[src/rtl/rr_stream_mux.sv]
// rr_stream_mux: N-to-1 stream mux, packet-aware round-robin or fixed-select.
// Ports: clk/rst; mode, fixed_sel; in_valid/in_ready/in_data/in_last per
// channel; out_valid/out_ready/out_data/out_last/out_ch registered; busy.
module rr_stream_mux #(
    parameter  int NUM_CH = 4,
    parameter  int DATA_W = 8,
    localparam int SEL_W  = $clog2(NUM_CH)
) (
    input  logic                     clk,
    input  logic                     rst,
    input  logic                     mode,
    input  logic [SEL_W-1:0]         fixed_sel,
    input  logic [NUM_CH-1:0]        in_valid,
    output logic [NUM_CH-1:0]        in_ready,
    input  logic [NUM_CH*DATA_W-1:0] in_data,
    input  logic [NUM_CH-1:0]        in_last,
    output logic                     out_valid,
    input  logic                     out_ready,
    output logic [DATA_W-1:0]        out_data,
    output logic                     out_last,
    output logic [SEL_W-1:0]         out_ch,
    output logic                     busy
);

    localparam logic [0:0] IDLE   = 1'b0;
    localparam logic [0:0] LOCKED = 1'b1;

    localparam logic [NUM_CH-1:0] ONE = NUM_CH'(1);

    logic [0:0]        state;
    logic [SEL_W-1:0]  ptr;
    logic [SEL_W-1:0]  lock_ch;
    logic [SEL_W-1:0]  win;
    logic [SEL_W-1:0]  cur_ch;
    logic              win_ok;
    logic              grant_ok;
    logic              can_load;
    logic              xfer;
    logic              cur_last;
    logic [NUM_CH-1:0] elig;
    logic [NUM_CH-1:0] cand;
    logic [NUM_CH-1:0] sel_oh;
    logic [DATA_W-1:0] cur_data;

    // Out-of-range fixed_sel leaves the eligible set empty.
    always_comb begin
        elig = '1;
        if (mode) begin
            elig = (int'(fixed_sel) < NUM_CH) ? (ONE << fixed_sel) : '0;
        end
    end

    assign cand = elig & in_valid;

    // Scan ptr+1 .. ptr+NUM_CH with wrap; first hit wins.
    always_comb begin
        int idx;
        win    = '0;
        win_ok = 1'b0;
        idx    = 0;
        for (int k = 1; k <= NUM_CH; k++) begin
            idx = (int'(ptr) + k) % NUM_CH;
            if (!win_ok && cand[SEL_W'(idx)]) begin
                win_ok = 1'b1;
                win    = SEL_W'(idx);
            end
        end
    end

    assign cur_ch   = (state == LOCKED) ? lock_ch : win;
    assign grant_ok = (state == LOCKED) || win_ok;
    assign can_load = !out_valid || out_ready;
    assign sel_oh   = ONE << cur_ch;
    assign cur_data = in_data[int'(cur_ch)*DATA_W +: DATA_W];
    assign cur_last = in_last[cur_ch];

    assign in_ready = (!rst && grant_ok && can_load) ? sel_oh : '0;
    assign xfer     = !rst && grant_ok && can_load && in_valid[cur_ch];
    assign busy     = (state == LOCKED);

    always_ff @(posedge clk) begin
        if (rst) begin
            out_valid <= 1'b0;
            out_data  <= '0;
            out_last  <= 1'b0;
            out_ch    <= '0;
        end else if (xfer) begin
            out_valid <= 1'b1;
            out_data  <= cur_data;
            out_last  <= cur_last;
            out_ch    <= cur_ch;
        end else if (out_ready) begin
            out_valid <= 1'b0;
        end
    end

    always_ff @(posedge clk) begin
        if (rst) begin
            state   <= IDLE;
            ptr     <= SEL_W'(NUM_CH - 1);
            lock_ch <= '0;
        end else if (xfer) begin
            unique case (1'b1)
                (state == IDLE) && cur_last: begin
                    ptr <= cur_ch;
                end
                (state == IDLE) && !cur_last: begin
                    state   <= LOCKED;
                    lock_ch <= cur_ch;
                end
                (state == LOCKED) && cur_last: begin
                    state <= IDLE;
                    ptr   <= lock_ch;
                end
                default: ;
            endcase
        end
    end

endmodule
[config.mk]
export PLATFORM = sky130hd
export DESIGN_NAME = rr_stream_mux
export DESIGN_NICKNAME = d
export VERILOG_FILES = /design/src/rtl/rr_stream_mux.sv
export SDC_FILE = /design/constraint.sdc
export NUM_CORES = 1
export LEC_CHECK = 0
export ABC_CLOCK_PERIOD_IN_PS = 6250
export CORE_UTILIZATION = 45
export CTS_CLUSTER_DIAMETER = 200
export DETAILED_ROUTE_END_ITERATION = 16
export PLACE_DENSITY = 0.95
export SLEW_MARGIN = 5
export SYNTH_ARGS = -nofsm -noshare
export SYNTH_HDL_FRONTEND = slang
export SYNTH_SLANG_ARGS = --single-unit
[constraint.sdc]
create_clock -name clk -period 6.25 [get_ports clk]
set_clock_uncertainty 0.15 [all_clocks]
set_input_delay 1.25 -clock clk [delete_from_list [all_inputs] [get_ports clk]]
set_output_delay 1.25 -clock clk [all_outputs]
set_load 0.01 [all_outputs]
==> out/results.env, run 1 <==
SYNTHESIS.AREA_UM2=1420
CRITICAL_PATH_CLASS='in2out'
CP_COMMON_CELL='clkdlybuf4s50_1'
HP-CLASS='reg2reg'
SYNTH.NET_COUNT=201
KIND_OF_CELL_ADDING_THE_MOST_DELAY_TO_THE_CRITICAL_PATH='buffers and inverters'
FIN_CRIT_SH_PCT=86.7
GRT_PASS1_VIAS=1280
YOSYSUNIQUECELLTYPES=37
DETAIL_ROUTE.VIAS_PER_CELL=5.20
WIRELENGTH_UM=3300
SETUP.WORST_PATH.END_CLASS='primary output'
SYNTH_SEQUENTIAL_AREA_RATIO_PCT=24.0
P_TOTAL_mW=0.637
DRC=0
GRT_PASS1_WL_UM=5410
STATUS='finished, final reports clean'
P_LEAK_nW=0.904
POSTCTSSETUPBUFFERS=0
POSTSYNTHREGISTERBITS=17
CRITICAL_PATH.MAX_FANOUT=16
H-TREE-DEPTH=1
POWER.DENSITY_nW_PER_UM2=309
DETAIL_ROUTE.WL_PER_CELL_UM=13.0
ANTENNA_VIOLATING_NETS_POST_ROUTE=0
DPL_CELL_AREA_UM2=2030
NUM_IO_PINS=63
PATH_BUF_INV=2
DETAIL_PLACEMENT_HPWL_UM=2530
SYNTH_WARNINGS=0
CORE_AREA_UM2=3030
FIN_UTIL_PCT=68.1
MAXSLEWHEADROOM_PCT=40.4
CAP_VIOL_MAX_COUNT=0
HOLD_SLACK_PS=327
STARTING_UTILIZATION_OF_THE_CORE_AREA_PCT=46.9
POST-ROUTE-WORST-SETUP-SLACK_PS=829
ANTENNA-DIODE-COUNT=0
GLOBALROUTEOVERFLOWTOTAL=0
CPPEAKSTAGEDELAY_PS=640
INSERTION_DELAY_PS=280
CTS.REPORTEDPATHS.CLKPINSLEW_PS=90
TRANSITION_TIME_OF_THE_TIGHTEST_SLEW_CHECK_PIN_PS=876
DRT_FIRST_ITER_VIOLATIONS=33
FINAL_AREA_UM2=2060
DETAILROUTE.VIA_COUNT=1325
LAYOUT.CELLS.NON_FILLER=255
CRIT_PATH_START_KIND='input pin'
CTSROOTBUFFERMASTER='clkbuf_4'
NUMBER_OF_BUFFERS_ON_THE_LONGEST_CLOCK_PATH=2
NUM_ROWS=20
WORST_SLACK_AT_PLACEMENT_PS=843
DIE-WIDTH_UM=58.2
PLACE.PORT_BUFFERS=62
CP.REQUIRED_PS=4850
GRT_START_MAX_NET_PINS=19
MAXCLOCKFREQUENCY_MHz=184
RSZ0062_AT_GRT='no'
DRTPASS1ITERATIONS=4
PLACE_INST=251
ANTENNA_FOUND_INITIAL=0
NETLIST_INSTANCES=152
CRIT_PATH_TOP_DELAY_CELL='and2_1'
HOLD_VIOLATIONS=0
TRITONCTS='done'
SETUP_VIOL=0
POSTCTSRESIZEDCELLS=0
HOLD_BUFFERS=0
CRIT_ARRIVAL_PS=4020
VDD.IR_DROP.WORST_mV=0.187
DIE_Y_UM=58.2
FILLER_CELL_COUNT=227
NNETSFINAL=261
TIMING.SETUP.TNS_PS=0
DIE_AREA_UM2=3380
DRIVE_GT1_SHARE_PCT=9.95
PLACE_CONGESTION=0.860
TIMING.CRITICAL_PATH.CELLS='clkdlybuf4s50_1 > a21boi_0 > o22ai_1 > o2bb2ai_1 > o21ai_2 > and2_1 > and3_1 > clkdlybuf4s50_1'
LAYOUT_MIN_CYCLE_TIME_PS=5420
TIMING_MAX_TRANSITION_VIOLATIONS_FINAL=0
AVGSYNTHCELLAREA_UM2=9.34
CTS_INSERTED_BUFFERS=3
GROUTE.USAGE.OVERALL_PCT=20.8
LAYOUT-AREA-OVERHEAD-VS-SYNTH_PCT=45.1
CTS.SINK_COUNT=17
[area by class of cell]
class                           count  area [um2]  share of cell area [%]
Timing Repair Buffer               63         628                    30.5
Clock buffer                        4        26.3                    1.28
Multi-Input combinational cell    120         985                    47.8
Sequential cell                    17         340                    16.5
Tap cell                           44        55.1                    2.67
Inverter                            7        26.3                    1.28
[cell usage after synthesis (all sizes together)]
master / n / area (um2)
mux2i: 34 / 360
dfxtp: 17 / 340
nand2b: 16 / 100
mux2: 10 / 113
a21oi: 8 / 40.0
inv: 7 / 26.3
nand2: 7 / 26.3
buf: 6 / 61.3
nor2: 6 / 22.5
a21boi: 4 / 30.0
a22oi: 4 / 30.0
o21ai: 4 / 23.8
a221oi: 3 / 32.5
and3: 3 / 18.8
ha: 3 / 37.5
and2: 2 / 12.5
and3b: 2 / 17.5
clkbuf: 2 / 7.51
o2bb2ai: 2 / 17.5
a2111oi: 1 / 10.0
a21o: 1 / 7.51
a31oi: 1 / 12.5
nor2b: 1 / 6.26
nor3b: 1 / 7.51
o211a: 1 / 10.0
o211ai: 1 / 7.51
o21ba: 1 / 10.0
o22a: 1 / 8.76
o22ai: 1 / 6.26
o31a: 1 / 8.76
o31ai: 1 / 7.51
[state kept, by name, indices dropped and copies added, names as in the netlist]
register and cells:
out_valid 1, busy 1, out_ch 2, lock_ch 2, ptr 2, out_data 8
out_last 1
[placed cells by master (no fill, tap or decap), drive strengths merged, types with 2 or more instances in the layout]
cell,Yosys,routed
and3,3,3
o2bb2ai,2,2
mux2i,34,34
nand2,7,7
inv,7,7
o21ai,4,4
clkbuf,2,4
a22oi,4,4
a21oi,8,8
and3b,2,2
mux2,10,10
clkdlybuf4s50,0,62
and2,2,2
a21boi,4,4
a221oi,3,3
ha,3,3
nand2b,16,16
nor2,6,6
dfxtp,17,17
[final timing paths]
kind,slack (ps),cells past startpoint,start,end
worst max-delay path,830,8,in_valid[0],in_ready[0]
worst min-delay path,330,2,lock_ch[0]$_SDFFE_PP0P_,lock_ch[0]$_SDFFE_PP0P_
worst max register to register,2890,12,ptr[0]$_SDFFE_PP1P_,ptr[1]$_SDFFE_PP1P_
worst min register to register,330,2,lock_ch[0]$_SDFFE_PP0P_,lock_ch[0]$_SDFFE_PP0P_
[cell families (layout without fill, tap and decap cells)]
| family | count (synthesis) | count (layout) | share of synthesized area [%] |
|---|---|---|---|
| adders and majority gates | 3 | 3 | 2.64 |
| AOI/OAI and AO/OA | 35 | 35 | 18.5 |
| and+or+nand+nor | 38 | 38 | 14.9 |
| muxes | 44 | 44 | 33.3 |
| DFF | 17 | 17 | 24.0 |
| buffers and inverters | 15 | 74 | 6.70 |
[tightest hold or removal path, cell delays in order, from the launching register on]
cell and delay, ps:
dfxtp_1 320, inv_1 50, a221oi_1 60
[power by group]
part           total (mW)  internal, mW  switching, mW  leakage [nW]
Clock              0.0580        0.0248         0.0332        0.0150
Combinational       0.399         0.221          0.178         0.749
Sequential          0.180         0.149         0.0314         0.140
Total               0.637         0.395          0.242         0.904
[per-layer routing]
metal,vias to the layer above,global-route usage [%],share of wire [%]
li1,674,-,-
met1,601,22.9,43
met2,46,37.6,50
met3,4,4.46,5.9
met4,0,10.2,1.2
met5,-,0,0
Power figures use the tool's default switching activity.
==> run 2, diff against run 1 <==
Settings changed: CORE_MARGIN from default to 2.
==> run 2 against run 1 <==
Sequential share of layout area unchanged. First-iteration DRC count is 76% higher. Sequential power about the same. Routed wire length about the same. Hold slack improved by 2.7 ps.
==> out/results.env, run 2 (synthesis results as in run 1) <==
STATUS='finished, final reports clean'
HOLD_SLACK_PS=330  # +2.73 ps
DETAIL_ROUTE.WL_PER_CELL_UM=13.0  # about the same
VDD.IR_DROP.WORST_mV=0.202  # +7.7%
DETAILROUTE.VIA_COUNT=1307  # -1.4%
COMMONEST_NON_FILL_NON_TAP_CELL_IN_THE_LAYOUT='clkdlybuf4s50_1'
TOP_REGISTER='out_data'
WIRELENGTH_UM=3310  # about the same
DRIVE_GT1_SHARE_PCT=9.95  # unchanged
STARTING_UTILIZATION_OF_THE_CORE_AREA_PCT=46.9  # unchanged
GRT_PASS1_WL_UM=5580  # +3.2%
RSZ0062_AT_GRT='no'
PATH_BUF_INV=2  # unchanged
CRIT_PATH_START_KIND='input pin'
CP.REQUIRED_PS=4850  # about the same
POSTCTSRESIZEDCELLS=0  # unchanged
CTS_INSERTED_BUFFERS=3  # unchanged
POSTCTSSETUPBUFFERS=0  # unchanged
GROUTE.USAGE.OVERALL_PCT=19.9  # -0.88 points
CTSROOTBUFFERMASTER='clkbuf_4'
DPL_CELL_AREA_UM2=2030  # unchanged
CRIT_ARRIVAL_PS=4000  # -20 ps
INSERTION_DELAY_PS=280  # about the same
ANTENNA-DIODE-COUNT=0  # unchanged
KIND_OF_CELL_ADDING_THE_MOST_DELAY_TO_THE_CRITICAL_PATH='buffers and inverters'
FINAL_AREA_UM2=2060  # unchanged
CTS.REPORTEDPATHS.CLKPINSLEW_PS=100  # about the same
LAYOUT.CELLS.MOST_COMMON_LIST='clkdlybuf4s50_1, mux2i_1, dfxtp_1'
NUM_ROWS=20  # unchanged
HOLD_BUFFERS=0  # unchanged
DRTPASS1ITERATIONS=4  # unchanged
DIE_Y_UM=60.2  # +3.4%
CORE_AREA_UM2=3030  # unchanged
CTS.SINK_COUNT=17  # unchanged
DETAIL_ROUTE.VIAS_PER_CELL=5.13  # -1.4%
REG2REG_SLACK_PS=2920  # +30 ps
CPPEAKSTAGEDELAY_PS=640  # about the same
TIMING.CRITICAL_PATH.CELLS='clkdlybuf4s50_1 > a21boi_0 > o22ai_1 > o2bb2ai_1 > o21ai_2 > and2_1 > and3_1 > clkdlybuf4s50_1'
DIE-WIDTH_UM=60.2  # +3.4%
P_LEAK_nW=0.904  # unchanged
TRITONCTS='done'
POST-ROUTE-WORST-SETUP-SLACK_PS=852  # +23.3 ps
WORST_SLACK_AT_PLACEMENT_PS=863  # +20.6 ps
NUM_IO_PINS=63  # unchanged
DETAIL_PLACEMENT_HPWL_UM=2540  # +0.16%
NUMBER_OF_BUFFERS_ON_THE_LONGEST_CLOCK_PATH=2  # unchanged
DRT_FIRST_ITER_VIOLATIONS=58  # +76%
TIMING_MAX_TRANSITION_VIOLATIONS_FINAL=0  # unchanged
CRITICAL_PATH.MAX_FANOUT=16  # unchanged
SETUP_VIOL=0  # unchanged
DIE_AREA_UM2=3620  # +7.0%
GLOBALROUTEOVERFLOWTOTAL=0  # unchanged
GRT_START_MAX_NET_PINS=19  # unchanged
TIMING.SETUP.TNS_PS=0  # unchanged
HP-CLASS='reg2reg'
CAP_VIOL_MAX_COUNT=0  # unchanged
PLACE_CONGESTION=0.869  # +1.0%
FIN_CRIT_SH_PCT=86.4  # -0.37 points
HOLD_VIOLATIONS=0  # unchanged
TRANSITION_TIME_OF_THE_TIGHTEST_SLEW_CHECK_PIN_PS=880  # +3.62 ps
SETUP.WORST_PATH.END_CLASS='primary output'
ANTENNA_VIOLATING_NETS_POST_ROUTE=0  # unchanged
DRC=0  # unchanged
MAXSLEWHEADROOM_PCT=40.2  # -0.25 points
NNETSFINAL=261  # unchanged
H-TREE-DEPTH=1  # unchanged
ANTENNA_FOUND_INITIAL=0  # unchanged
MAXCLOCKFREQUENCY_MHz=185  # +0.43%
PLACE.PORT_BUFFERS=62  # unchanged
GRT_PASS1_VIAS=1338  # +4.5%
CRITICAL_PATH_CLASS='in2out'
CRIT_PATH_TOP_DELAY_CELL='and2_1'
POWER.DENSITY_nW_PER_UM2=309  # -0.10%
LAYOUT_MIN_CYCLE_TIME_PS=5400  # -23.3 ps
CP_COMMON_CELL='clkdlybuf4s50_1'
LAYOUT-AREA-OVERHEAD-VS-SYNTH_PCT=45.1  # unchanged
LARGEST_REGISTER_FF_COUNT=8  # unchanged
## run 2: path summary, 6_finish.rpt
| kind | startpoint | endpoint | depth (start not counted) |
|---|---|---|---|
| setup / recovery | in_valid[0] | in_ready[0] | 8 |
| hold reg to reg | out_ch[0]$_SDFFE_PP0P_ | out_ch[0]$_SDFFE_PP0P_ | 2 |
| setup reg to reg | ptr[0]$_SDFFE_PP1P_ | ptr[1]$_SDFFE_PP1P_ | 12 |
| hold / removal | out_ch[0]$_SDFFE_PP0P_ | out_ch[0]$_SDFFE_PP0P_ | 2 |
## run 2: power breakdown
group | switching [mW] | internal (mW)
clock network | 0.0334 | 0.0247
registers | 0.0298 | 0.149
logic | 0.178 | 0.221
## run 2: stage by stage
step	power [mW]	cells	utilization, %
final	0.636	255	68.1
after global routing	0.685	255	68.1
after CTS	0.641	255	68.1
after detailed placement	0.581	251	67.2
after global placement	0.572	251	67.2
after floorplan	0.457	152	-
## run 2: layout make-up
class | count | area [um2]
timing repair buffer | 63 | 628
inverter | 7 | 26.3
tap | 44 | 55.1
sequential | 17 | 340
fill | 233 | 967
multi-input combinational | 120 | 985
clock buffer | 4 | 26.3
## run 2: worst register-to-register path, cell delays in order, from the launching register on
cell and delay, ps:
dfxtp_1 370, nor2_1 170, o211ai_1 110, a21oi_1 160, o31a_1 550, buf_4 400
mux2i_1 230, mux2_2 200, inv_1 60, ha_1 220, o211a_1 240, a22oi_1 210
mux2i_1 200
## run 2: metal layers
| metal | vias to the layer above | GRT usage, % | wire length, um |
|---|---|---|---|
| li1 | 670 | - | - |
| met1 | 591 | 22.9 | 1440 |
| met2 | 42 | 36.3 | 1610 |
| met3 | 4 | 5.41 | 224 |
| met4 | 0 | 4.44 | 31 |
| met5 | - | 0 | 0 |
==> run 3, diff against run 2 <==
Settings changed: MAX_ROUTING_LAYER from default to met4.
==> run 3 against run 2 <==
Final cell count stayed put. Critical path depth unchanged. Utilization is the same. Via count is essentially flat. Sequential share of layout area stayed put. Routed wire length barely moved. Hold slack unchanged. Sequential cell count unchanged. Maximum frequency hardly changed. Critical endpoint unchanged.
==> out/results.env, run 3 (synthesis results as in run 1) <==
TRANSITION_TIME_OF_THE_TIGHTEST_SLEW_CHECK_PIN_PS=885  # +4.88 ps
ANTENNA_FOUND_INITIAL=0  # unchanged
REG2REGPATHDEPTH=12  # unchanged
TIMING_MAX_TRANSITION_VIOLATIONS_FINAL=0  # unchanged
VDD.IR_DROP.WORST_mV=0.202  # about the same
NNETSFINAL=261  # unchanged
HOLD_BUFFERS=0  # unchanged
RSZ0062_AT_GRT='no'
R2R-END='ptr[1]$_SDFFE_PP1P_'
DRTPASS1ITERATIONS=4  # unchanged
CLOCK_POWER_SHARE_PCT=9.1  # about the same
DIE-WIDTH_UM=60.2  # unchanged
POSTCTSRESIZEDCELLS=0  # unchanged
POWER.SWITCHING_mW=0.242  # +0.18%
COMMONEST_NON_FILL_NON_TAP_CELL_IN_THE_LAYOUT='clkdlybuf4s50_1'
HOLD_VIOLATIONS=0  # unchanged
LAYOUT.CELLS.MOST_COMMON_LIST='clkdlybuf4s50_1, mux2i_1, dfxtp_1'
NUM_IO_PINS=63  # unchanged
ANTENNA-DIODE-COUNT=0  # unchanged
DRT_FIRST_ITER_VIOLATIONS=56  # -3.4%
TIMING.HOLD.WORST.START='out_ch[0]$_SDFFE_PP0P_'
HOLD_EP='out_ch[0]$_SDFFE_PP0P_'
SETUP.WORST_PATH.END_CLASS='primary output'
CRIT_ARRIVAL_PS=4000  # about the same
CAP_VIOL_MAX_COUNT=0  # unchanged
DETAIL_PLACEMENT_HPWL_UM=2540  # unchanged
GRT_PASS1_WL_UM=5580  # unchanged
CRIT_PATH_START_KIND='input pin'
P_SEQ_SHARE_PCT=28.1  # about the same
FIN_UTIL_PCT=68.1  # unchanged
CTS_INSERTED_BUFFERS=3  # unchanged
H-TREE-DEPTH=1  # unchanged
GROUTE.USAGE.OVERALL_PCT=20.5  # +0.58 points
CRITICAL_PATH_CLASS='in2out'
LAYOUT-AREA-OVERHEAD-VS-SYNTH_PCT=45.1  # unchanged
TIMING.HOLD.WORST_PATH_DEPTH=2  # unchanged
STARTING_UTILIZATION_OF_THE_CORE_AREA_PCT=46.9  # unchanged
POWER.DENSITY_nW_PER_UM2=309  # about the same
HOLD_SLACK_PS=330  # unchanged
P_LEAK_nW=0.904  # unchanged
WIRELENGTH_UM=3310  # about the same
WORST_SLACK_AT_PLACEMENT_PS=863  # unchanged
REG2REG_SLACK_PS=2920  # about the same
REGAREA_UM2=340  # unchanged
NUM_ROWS=20  # unchanged
PLACE.PORT_BUFFERS=62  # unchanged
TIMING.SETUP.TNS_PS=0  # unchanged
LARGEST_REGISTER_FF_COUNT=8  # unchanged
CTSROOTBUFFERMASTER='clkbuf_4'
STATUS='finished, final reports clean'
CP.REQUIRED_PS=4850  # about the same
FILLER_CELL_COUNT=233  # unchanged
MULTI_INPUT_COMB_AREA_UM2=985  # unchanged
DIE_AREA_UM2=3620  # unchanged
CTS.SINK_COUNT=17  # unchanged
MAXCLOCKFREQUENCY_MHz=185  # about the same
GRT_PASS1_VIAS=1337  # -0.075%
INTERNAL_POWER_mW=0.395  # about the same
CTS.REPORTEDPATHS.CLKPINSLEW_PS=100  # about the same
DETAIL_ROUTE.VIAS_PER_CELL=5.13  # about the same
CPPEAKSTAGEDELAY_PS=640  # about the same
RR_STARTPOINT='ptr[0]$_SDFFE_PP1P_'
FIN_CRIT_SH_PCT=86.4  # about the same
CRIT_PATH_TOP_DELAY_CELL='and2_1'
DETAILROUTE.VIA_COUNT=1308  # +0.077%
HP-CLASS='reg2reg'
DRC=0  # unchanged
COMBINATIONALPOWERSHARE_PCT=62.8  # about the same
DETAIL_ROUTE.WL_PER_CELL_UM=13.0  # about the same
DRIVE_GT1_SHARE_PCT=9.95  # unchanged
ANTENNA_VIOLATING_NETS_POST_ROUTE=0  # unchanged
TOP_REGISTER='out_data'
CORE_AREA_UM2=3030  # unchanged
TIMING.CRITICAL_PATH.CELLS='clkdlybuf4s50_1 > a21boi_0 > o22ai_1 > o2bb2ai_1 > o21ai_2 > and2_1 > and3_1 > clkdlybuf4s50_1'
SETUP_VIOL=0  # unchanged
POST-ROUTE-WORST-SETUP-SLACK_PS=852  # -0.627 ps
DIE_Y_UM=60.2  # unchanged
POSTCTSSETUPBUFFERS=0  # unchanged
GLOBALROUTEOVERFLOWTOTAL=0  # unchanged
LAYOUT_MIN_CYCLE_TIME_PS=5400  # +0.627 ps
MAXSLEWHEADROOM_PCT=39.9  # -0.33 points
TRITONCTS='done'
POWER.SHARE.SWITCHING_PCT=38.0  # +0.041 points
CRITICAL_PATH.MAX_FANOUT=16  # unchanged
PLACE_CONGESTION=0.883  # +1.6%
NUMBER_OF_BUFFERS_ON_THE_LONGEST_CLOCK_PATH=2  # unchanged
CP_COMMON_CELL='clkdlybuf4s50_1'
INSERTION_DELAY_PS=280  # about the same
GRT_START_MAX_NET_PINS=19  # unchanged
==> run 3: worst max-delay path: cells and delay by family <==
| family | cells | cell delay [ps] |
|---|---|---|
| buf+inv | 2 | 1120 |
| simple gates | 2 | 900 |
| compound gates | 4 | 720 |
==> run 3: final cells by class <==
| cell class | instances | share of cell area, % |
|---|---|---|
| multi-input cells | 120 | 47.8 |
| clock buffers | 4 | 1.28 |
| well taps | 44 | 2.67 |
| repair buffers | 63 | 30.5 |
| flip-flops and latches | 17 | 16.5 |
| inverters | 7 | 1.28 |
==> run 3: routing by layer <==
| metal | GRT usage [%] | vias to the layer above | part of all wire, % |
|---|---|---|---|
| met5 | - | - | 0 |
| met4 | 4.44 | 0 | 0.94 |
| met3 | 4.98 | 4 | 6.2 |
| met2 | 36.3 | 42 | 49 |
| met1 | 23.2 | 592 | 44 |
| li1 | - | 670 | - |
==> run 3: power by group through the flow <==
stage	Clock (mW)	Sequential [mW]	Combinational (mW)
after floorplan	0	0.191	0.265
after global routing	0.0645	0.183	0.437
after global placement	0	0.179	0.393
final	0.0582	0.179	0.400
after detailed placement	0	0.180	0.400
after CTS	0.0598	0.179	0.402
==> run 3: how the worst max path moves through the flow <==
stage / start / cells past startpoint / endpoint
6_report: in_valid[0] / 8 / in_ready[0]
5_1_grt: in_valid[0] / 9 / in_ready[2]
4_1_cts: in_valid[0] / 8 / in_ready[0]
3_5_place_dp: in_valid[0] / 8 / in_ready[0]
3_3_place_gp: in_valid[0] / 8 / in_ready[0]
2_1_floorplan: mode / 7 / in_ready[3]
==> run 3: through the flow <==
step	instances	instance area, um2	total power [mW]
after global routing	255	2060	0.685
after global placement	251	2030	0.572
after floorplan	152	1420	0.457
after detailed placement	251	2030	0.581
final	255	2060	0.637
after CTS	255	2060	0.641
